--- src/rtl/adder_n_prefix_pipe.sv ---
// Pipelined Kogge-Stone adder/subtractor with carry-in folded in as bit -1,
// prefix levels spread over STAGES registers, global-stall valid/ready handshake.
module adder_n_prefix_pipe #(
  parameter int unsigned N      = 32,
  parameter int unsigned STAGES = 2
) (
  input  logic         clk,
  input  logic         rst_n,
  input  logic         in_valid,
  output logic         in_ready,
  input  logic [N-1:0] a,
  input  logic [N-1:0] b,
  input  logic         c_in,
  input  logic         sub,
  output logic         out_valid,
  input  logic         out_ready,
  output logic [N-1:0] sum,
  output logic         c_out,
  output logic         ovf,
  output logic         zero,
  output logic         neg
);

  // Prefix vector is N+1 wide: index 0 is the carry-in, index i+1 is operand bit i.
  localparam int unsigned M      = N + 1;
  localparam int unsigned IW     = $clog2(M);
  localparam int unsigned LEVELS = $clog2(M);
  localparam int unsigned BASE   = LEVELS / STAGES;
  localparam int unsigned EXTRA  = LEVELS % STAGES;

  // First prefix level handled by stage s; leftover levels go to the earliest stages.
  function automatic int unsigned lvl_start(input int unsigned s);
    return s * BASE + ((s < EXTRA) ? s : EXTRA);
  endfunction

  function automatic logic [M-1:0] prefix_g(input logic [M-1:0] g_i, input logic [M-1:0] p_i,
                                            input int unsigned lo, input int unsigned hi);
    logic [M-1:0] g, p, g_n, p_n;
    int unsigned  d;
    g = g_i;
    p = p_i;
    for (int unsigned l = 0; l < LEVELS; l++) begin
      if (l >= lo && l < hi) begin
        d   = 32'd1 << l;
        g_n = g;
        p_n = p;
        for (int unsigned i = 0; i < M; i++) begin
          if (i >= d) begin
            g_n[IW'(i)] = g[IW'(i)] | (p[IW'(i)] & g[IW'(i - d)]);
            p_n[IW'(i)] = p[IW'(i)] & p[IW'(i - d)];
          end
        end
        g = g_n;
        p = p_n;
      end
    end
    return g;
  endfunction

  function automatic logic [M-1:0] prefix_p(input logic [M-1:0] p_i,
                                            input int unsigned lo, input int unsigned hi);
    logic [M-1:0] p, p_n;
    int unsigned  d;
    p = p_i;
    for (int unsigned l = 0; l < LEVELS; l++) begin
      if (l >= lo && l < hi) begin
        d   = 32'd1 << l;
        p_n = p;
        for (int unsigned i = 0; i < M; i++) begin
          if (i >= d) p_n[IW'(i)] = p[IW'(i)] & p[IW'(i - d)];
        end
        p = p_n;
      end
    end
    return p;
  endfunction

  logic         adv;
  logic [N-1:0] bb;
  logic         cin_eff;
  logic [M-1:0] g0, p0;
  logic         seen_q;

  assign adv      = out_ready | ~out_valid;
  assign in_ready = adv;

  // Subtract is A + ~B + 1; carry-in becomes the bit -1 generate with zero propagate.
  assign bb      = sub ? ~b : b;
  assign cin_eff = sub | c_in;
  assign g0      = {a & bb, cin_eff};
  assign p0      = {a ^ bb, 1'b0};

  for (genvar s = 0; s < STAGES; s++) begin : g_stage
    localparam int unsigned LO = lvl_start(s);
    localparam int unsigned HI = lvl_start(s + 1);

    logic         v_d;
    logic [M-1:0] g_d, p_d;
    logic [N-1:0] pb_d;
    logic         vld_q;
    logic [M-1:0] g_q;
    logic [N-1:0] pb_q;

    if (s == 0) begin : g_head
      assign v_d  = in_valid;
      assign g_d  = g0;
      assign p_d  = p0;
      assign pb_d = p0[M-1:1];
    end else begin : g_link
      assign v_d  = g_stage[s-1].vld_q;
      assign g_d  = g_stage[s-1].g_q;
      assign p_d  = g_stage[s-1].g_pr.p_q;
      assign pb_d = g_stage[s-1].pb_q;
    end

    // Data only loads on valid beats so the last result persists through bubbles.
    always_ff @(posedge clk or negedge rst_n) begin
      if (!rst_n) begin
        vld_q <= 1'b0;
        g_q   <= '0;
        pb_q  <= '0;
      end else if (adv) begin
        vld_q <= v_d;
        if (v_d) begin
          g_q  <= prefix_g(g_d, p_d, LO, HI);
          pb_q <= pb_d;
        end
      end
    end

    // Group propagate is dead after the final stage, so only earlier stages keep it.
    if (s < STAGES - 1) begin : g_pr
      logic [M-1:0] p_q;
      always_ff @(posedge clk or negedge rst_n) begin
        if (!rst_n)          p_q <= '0;
        else if (adv && v_d) p_q <= prefix_p(p_d, LO, HI);
      end
    end
  end

  // Masks the zero flag until the first real result has reached the output register.
  always_ff @(posedge clk or negedge rst_n) begin
    if (!rst_n)                                seen_q <= 1'b0;
    else if (adv && g_stage[STAGES-1].v_d)     seen_q <= 1'b1;
  end

  logic [M-1:0] g_f;
  logic [N-1:0] pb_f;

  assign out_valid = g_stage[STAGES-1].vld_q;
  assign g_f       = g_stage[STAGES-1].g_q;
  assign pb_f      = g_stage[STAGES-1].pb_q;

  // g_f[i] is the carry into bit i; g_f[N] is the carry out of bit N-1.
  assign sum   = pb_f ^ g_f[N-1:0];
  assign c_out = g_f[N];
  assign ovf   = g_f[N-1] ^ g_f[N];
  assign neg   = sum[N-1];
  assign zero  = seen_q & ~(|sum);

endmodule

--- config.mk ---
export PLATFORM = sky130hd
export DESIGN_NAME = adder_n_prefix_pipe
export DESIGN_NICKNAME = d
export VERILOG_FILES = /design/src/rtl/adder_n_prefix_pipe.sv
export SDC_FILE = /design/constraint.sdc
export NUM_CORES = 1
export LEC_CHECK = 0
export ABC_AREA = 0
export CORE_MARGIN = 3
export CORE_UTILIZATION = 40
export CTS_CLUSTER_SIZE = 25
export DETAILED_ROUTE_END_ITERATION = 8
export PLACE_DENSITY = 0.59
export SLEW_MARGIN = 25
export SYNTH_ARGS = -nofsm -noshare
export SYNTH_HDL_FRONTEND = slang
export SYNTH_SLANG_ARGS = --single-unit
export TNS_END_PERCENT = 20
--- constraint.sdc ---
create_clock -name clk -period 2.9 [get_ports clk]
set_clock_uncertainty 0.05 [all_clocks]
set_input_delay 0.58 -clock clk [delete_from_list [all_inputs] [get_ports clk]]
set_output_delay 0.58 -clock clk [all_outputs]
set_load 0.05 [all_outputs]
==> results.md, run 1 <==
* Vias at about 6,000
* Global Route Usage Sum at 19.9%
* Crit-path max FO at 2
* Largest net degree at the start of global routing at 59
* Ys flop type: dfrtp_1
* Total power draw at about 0.0096 W
* Dpl hpwl at 15,800 µm
* DRC viols at 0
* Critical Path Max Stage Delay at around 420 ps
* DR vias/cell at roughly 5.2
* Hold slack at slightly below 40 ps
* # rows at a little over 50
* Required @ worst endpoint at about 2300 ps
* Critical path origin: g_f[23]
* Place WS at around 260 ps
* Ys Warns at 0
* Hold Violations, Final at 0
* PwrDens at ~950 nW/µm²
* Outcome: finished clean
* Final ANT Viol Nets at 0
* Routability cong. at 0.850
* Core ar. at around 20,000 µm²
* NetSw at ~0.004 W
* Sw frac at a little over two fifths
* Detailed Route WL at approximately 21,000 µm
* Initial DRC count at around 370
* Unrepaired setup endpoints after global routing: yes
* Maximum clock path buffer count at 2
* Post-synth top area share at between 40% and 50%
* Setup CP Type: reg2out
* Capture point of the worst path: zero
* Synth-to-Final Area Change at 25.3%
* Crit path max-delay family: simple AND/OR/NAND/NOR gates
* Post-CTS Hold Fix Bufs at 0
* Most common cell after layout, fill and taps aside: nand2_1
* Asr flop ratio synth at 100%
* Register area share after synthesis at between 40% and 50%
* Clock power share at 21.8%
* Final setup margin at ~120 ps
* Slowest CP cell: nor4_1
* Combinational Power Share at a little under half
* Reg2Reg Setup Slack at ~1200 ps
* Root Driver: clkbuf_16
* Filler cells at 1,868
* LEAKAGE at about 4.6 nW
* R2R Path End: g_stage[0].g_q[5]
* Area contributors post-synth: dfrtp_1 49%, nand2_1 8.9%, xor2_1 7.1%, mux2_2 7.0%, ha_1 5.8%
* Post-synth EDFFs at 0
* Slew at the pin closest to its max-slew limit at ~660 ps
* Post-Syn Area at around 8000 µm²
* Die Area at ~22,000 µm²
* Die width at ~150 µm
* Worst setup EP type: output port
* Post-layout minimum cycle time at 2780 ps
* DR WL/cell at roughly 18 µm
* VDD IR max at 972 µV
* Slew margin rel. at between 50% and 60%
* Worst R2R Path Depth at 5
* Setup TNS at 0 ps
* Setup crit start kind: flop
* Fin nets at 1,021
* Number of global-route vias before repair at roughly 6,100
* WP data arrival at between 2000 and 2500 ps
* Cell variety after synth at between 40 and 50
* First-pass DRT Iterations at 7
* Design area at around 10,000 µm²
* Reg power frac at 33.0%
* Mapped Nets at around 900
* Die span in y at 148 µm
* Antenna Cells at 0
* Yosys reg bits at 158
* Buf/Inv on CP at 1
* # IOs at 108
* CTS Buf Count at 17
* Cell accounting for the most synthesized area: dfrtp_1
* Global-route wire length before repair at about 34,000 µm
* TritonCTS clock tree: built
* Post-synthesis cell count at 802
* Syn_area_per_cell at between 9 and 10 µm²
* Maxcap violations at 0
* Initial core utilization at 40.9%
* Clk slew on worst S/H paths at ~70 ps
* Layout cells sized above 1 at around 13%
* Clk_lat worst skew at 420 ps
* HP Class: in2async
* FMAX at approximately 360 MHz
* Initial antenna violation count at 0
* CTS Sinks at 158
* Total gr overflow at 0
* I/O Buffers at about 110
* Worst-path cell chain: xor2_1, nor4_1, nand4_1, nor3b_2, clkbuf_16
* Slew Limit Fails at 0
* Reg-to-Reg Start: out_valid
* Internal power at roughly 0.0055 W
* Final setup vio count at 0
* DP Area at around 9400 µm²
* Commonest cells after routing, fill and taps aside: 189 x nand2_1, 158 x dfrtp_1, 103 x clkdlybuf4s50_1
* CP Depth at 5
* Final period utilization at between 90% and 100%
* Htree depth at 4
[sequential cells by signal, summed over array words and instances, names as in the netlist]
name,count
g_f,33
g_stage.g_pr.p_q,25
g_stage.g_q,33
g_stage.pb_q,64
g_stage.vld_q,1
out_valid,1
seen_q,1
[final cells by class]
class / count / area (µm²) / share of cell area, %
timing repair buffer: 128 / 1330 / 13.2
inverter: 6 / 25.0 / 0.249
tap: 265 / 332 / 3.30
multi-input combinational: 603 / 3870 / 38.5
clock inverter: 12 / 96.3 / 0.959
clock buffer: 20 / 447 / 4.45
sequential: 158 / 3950 / 39.4
[worst min-delay path by stage]
stage | to | slack, ps | cells after the start
after floorplan | g_f[0] | 230 | 0
after global placement | seen_q | 380 | 2
after detailed placement | seen_q | 390 | 2
after CTS | g_stage[1].pb_q[0] | 50 | 1
after global routing | g_stage[0].pb_q[3] | 60 | 1
final | g_stage[0].pb_q[3] | 40 | 1
[cell families after synthesis]
group	synth area share, %
buffers and inverters	3.18
flip-flops	49.3
multiplexers	8.12
XOR/XNOR	7.10
AO/OA/AOI/OAI	12.6
adder cells (fa/ha/maj)	5.77
AND/OR/NAND/NOR	13.9
[metrics by stage]
| stage | instances | utilization (%) |
|---|---|---|
| floorplan | 802 | - |
| global placement | 1159 | 48.2 |
| detailed placement | 1159 | 48.2 |
| CTS | 1191 | 51.0 |
| global route | 1192 | 51.3 |
| finish | 1192 | 51.3 |
[cell usage after synthesis (2+ instances only)]
cell type    n
a21o_1      17
a21oi_1     59
a22o_1       4
a22oi_1      3
a31oi_1      4
buf_2       15
buf_4        5
buf_6        8
clkbuf_1     6
dfrtp_1    158
ha_1        37
inv_1        5
mux2_1       6
mux2_2      50
mux2i_1      2
nand2_1    190
nand3_1      5
nand4_1     14
nor2_1      30
nor2b_1      4
nor3_1       4
nor4_1      10
o211ai_1     3
o21ai_0     67
o21ai_1      6
o31ai_1      7
or3_1        3
xor2_1      65
[routing by layer]
metal | global-route usage, % | share of wire, % | routed length (µm)
met4 | 4.89 | 1.4 | 302
met2 | 31.6 | 47 | 9910
met1 | 28.2 | 47 | 9840
met5 | 0 | 0 | 0
met3 | 4.17 | 4.0 | 831
[power by group through the flow]
stage               Combinational [W]  Clock [W]  Sequential, W
detailed placement            0.00427          0        0.00321
global route                  0.00462    0.00223        0.00324
floorplan                     0.00285          0        0.00313
finish                        0.00433    0.00209        0.00316
CTS                           0.00431    0.00214        0.00317
global placement              0.00425          0        0.00319
[timing repair]
action,in CTS,in global routing
buffers inserted,0,1
setup endpoints to repair,1,1
endpoints found under the hold margin,0,0
gates resized for setup,2,6
pin swaps,1,3
No activity file was read; power rests on OpenSTA's default activity.
==> inputs of run 2 (changes only) <==
- SLEW_MARGIN: 25 -> 5
- TNS_END_PERCENT: 20 -> 50
==> results of run 2 <==
Final layout, timing and power as in run 1 (identical DEF).
==> inputs of run 3 (changes only) <==
- DONT_BUFFER_PORTS: not set -> 1
- PLACE_DENSITY: 0.59 -> 0.52
==> run 3 against run 2 <==
The flow now finishes with violations (hold timing). Wire length fell by 0.19%. Final cell count down 6.8%. Flip-flop and latch count unchanged. Clock-buffer cell count is the same. Design area is 8.4% lower. Global-route usage down 0.43 points. Total power is 1.0% lower. Combinational power decreased by 8.3%. Worst hold slack got worse by 230 ps.
==> results.md, run 3 (same netlist as run 1, synthesis figures left out) <==
* FMAX at 353 MHz (-1.9%)
* Global Route Usage Sum at 19.5% (-0.43 points)
* Initial antenna violation count at 0 (unchanged)
* Buf/Inv on CP at 2 (+1)
* CTS Sinks at 158 (unchanged)
* LEAKAGE at 4.35 nW (-6.4%)
* TritonCTS clock tree: built
* Outcome: complete, but fails checks
* Post-layout minimum cycle time at 2840 ps (+52.7 ps)
* Final period utilization at 97.8% (+1.8 points)
* Most common cell after layout, fill and taps aside: nand2_1
* Global-route wire length before repair at 33,500 µm (-0.65%)
* Routability cong. at 0.840 (-1.1%)
* WP data arrival at 2210 ps (+60 ps)
* Die span in y at 148 µm (unchanged)
* Slew Limit Fails at 0 (unchanged)
* PwrDens at 1030 nW/µm² (+8.1%)
* Initial core utilization at 40.9% (unchanged)
* Setup CP Type: reg2out
* Crit-path max FO at 2 (unchanged)
* Maximum clock path buffer count at 2 (unchanged)
* Dpl hpwl at 15,600 µm (-1.4%)
* Clk slew on worst S/H paths at 60 ps (about the same)
* Root Driver: clkbuf_16
* Clk_lat worst skew at 420 ps (about the same)
* DR WL/cell at 18.8 µm (+7.1%)
* Commonest cells after routing, fill and taps aside: 189 x nand2_1, 158 x dfrtp_1, 67 x o21ai_0
* Final core utilization at 47.0% (-4.3 points)
* Initial DRC count at 377 (+1.6%)
* Number of global-route vias before repair at 6,108 (-0.46%)
* CTS Buf Count at 17 (unchanged)
* Worst setup EP type: output port
* Layout cells sized above 1 at 16.5% (+3.8 points)
* Setup crit start kind: flop
* VDD IR max at 579 µV (-40%)
* # rows at 51 (unchanged)
* Unrepaired setup endpoints after global routing: yes
* First-pass DRT Iterations at 6 (-1)
* Slew margin rel. at 58.2% (+2.8 points)
* Most flops, register: g_stage.pb_q
* # IOs at 108 (unchanged)
* Slew at the pin closest to its max-slew limit at 626 ps (-36.8 ps)
* Final setup vio count at 0 (unchanged)
* Largest net degree at the start of global routing at 159 (+170%)
* Die width at 148 µm (unchanged)
* Critical Path Max Stage Delay at 400 ps (-20 ps)
* Setup TNS at 0 ps (unchanged)
* Synth-to-Final Area Change at 14.7%
* DRC viols at 0 (unchanged)
* HP Class: in2async
* Largest register FFs at 64 (unchanged)
* Detailed Route WL at 20,800 µm (-0.19%)
* Slowest CP cell: dfrtp_1
* Core ar. at 19,600 µm² (unchanged)
* Filler cells at 1,898 (+1.6%)
* Total gr overflow at 0 (unchanged)
* Required @ worst endpoint at 2270 ps (about the same)
* Crit path max-delay family: simple AND/OR/NAND/NOR gates
* Htree depth at 4 (unchanged)
* Die Area at 21,800 µm² (unchanged)
* Worst-path cell chain: xor2_2, nor4_4, buf_4, nand4_1, nor3b_2, buf_6
* Final ANT Viol Nets at 0 (unchanged)
* DR vias/cell at 5.39 (+4.4%)
* Maxcap violations at 0 (unchanged)
* Vias at 5,985 (-2.7%)
* Fin nets at 940 (-7.9%)
* Antenna Cells at 0 (unchanged)
* Hold slack at -194 ps (-233 ps)
* Failing checks: hold timing
* I/O Buffers at 0 (-100%)
* Hold Violations, Final at 158 (+158)
==> run 3: metal layers <==
| layer | up-vias | part of all wire (%) | track usage [%] |
|---|---|---|---|
| li1 | 2833 | - | - |
| met1 | 2940 | 44 | 26.5 |
| met2 | 184 | 48 | 31.4 |
| met3 | 28 | 5.8 | 4.35 |
| met4 | 0 | 1.8 | 6.01 |
| met5 | - | 0 | 0 |
==> run 3: area by class of cell <==
type	instances	area, µm²	area share, %
Clock buffer	20	457	4.97
Clock inverter	12	161	1.75
Inverter	6	25.0	0.272
Multi-Input combinational cell	603	3860	42.0
Sequential cell	158	3950	43.0
Tap cell	265	332	3.60
Timing Repair Buffer	47	407	4.42
==> run 3: path summary, 6_finish.rpt <==
check | slack [ps] | start | cells past startpoint | end
min in group clk | 250 | c_in | 2 | g_stage[0].g_q[0]
max reg2reg | 570 | out_valid | 6 | g_stage[0].g_q[5]
min reg2reg | 390 | seen_q | 2 | seen_q
max in group asynchronous | 2760 | rst_n | 0 | g_stage[0].pb_q[8]
max | 60 | g_stage[1].pb_q[2] | 6 | zero
min | -190 | rst_n | 0 | g_f[0]
==> run 3: repair_timing <==
item / 4_1_cts / 5_1_grt
buffers inserted: 0 / 1
cloned: 0 / 0
resized for setup: 4 / 2
hold endpoints to repair: 158 / 158
endpoints found under the setup margin: 1 / 1
pin swaps: 2 / 3
==> run 3: through the flow <==
stage | power (W) | setup slack [ps] | instance area (µm²) | cells
finish | 0.00949 | 64.4 | 9200 | 1111
global route | 0.00999 | -14.5 | 9200 | 1111
CTS | 0.00955 | 7.97 | 9170 | 1110
detailed placement | 0.00718 | 319 | 8530 | 1078
global placement | 0.00712 | 372 | 8530 | 1078
floorplan | 0.00598 | 396 | 8020 | 802
==> run 3: report_power, final <==
part | leakage (nW) | total (W) | switching [W] | internal [W]
clock | 0.293 | 0.00232 | 0.000910 | 0.00141
combinational | 2.08 | 0.00397 | 0.00268 | 0.00129
sequential | 1.98 | 0.00320 | 0.000410 | 0.00279
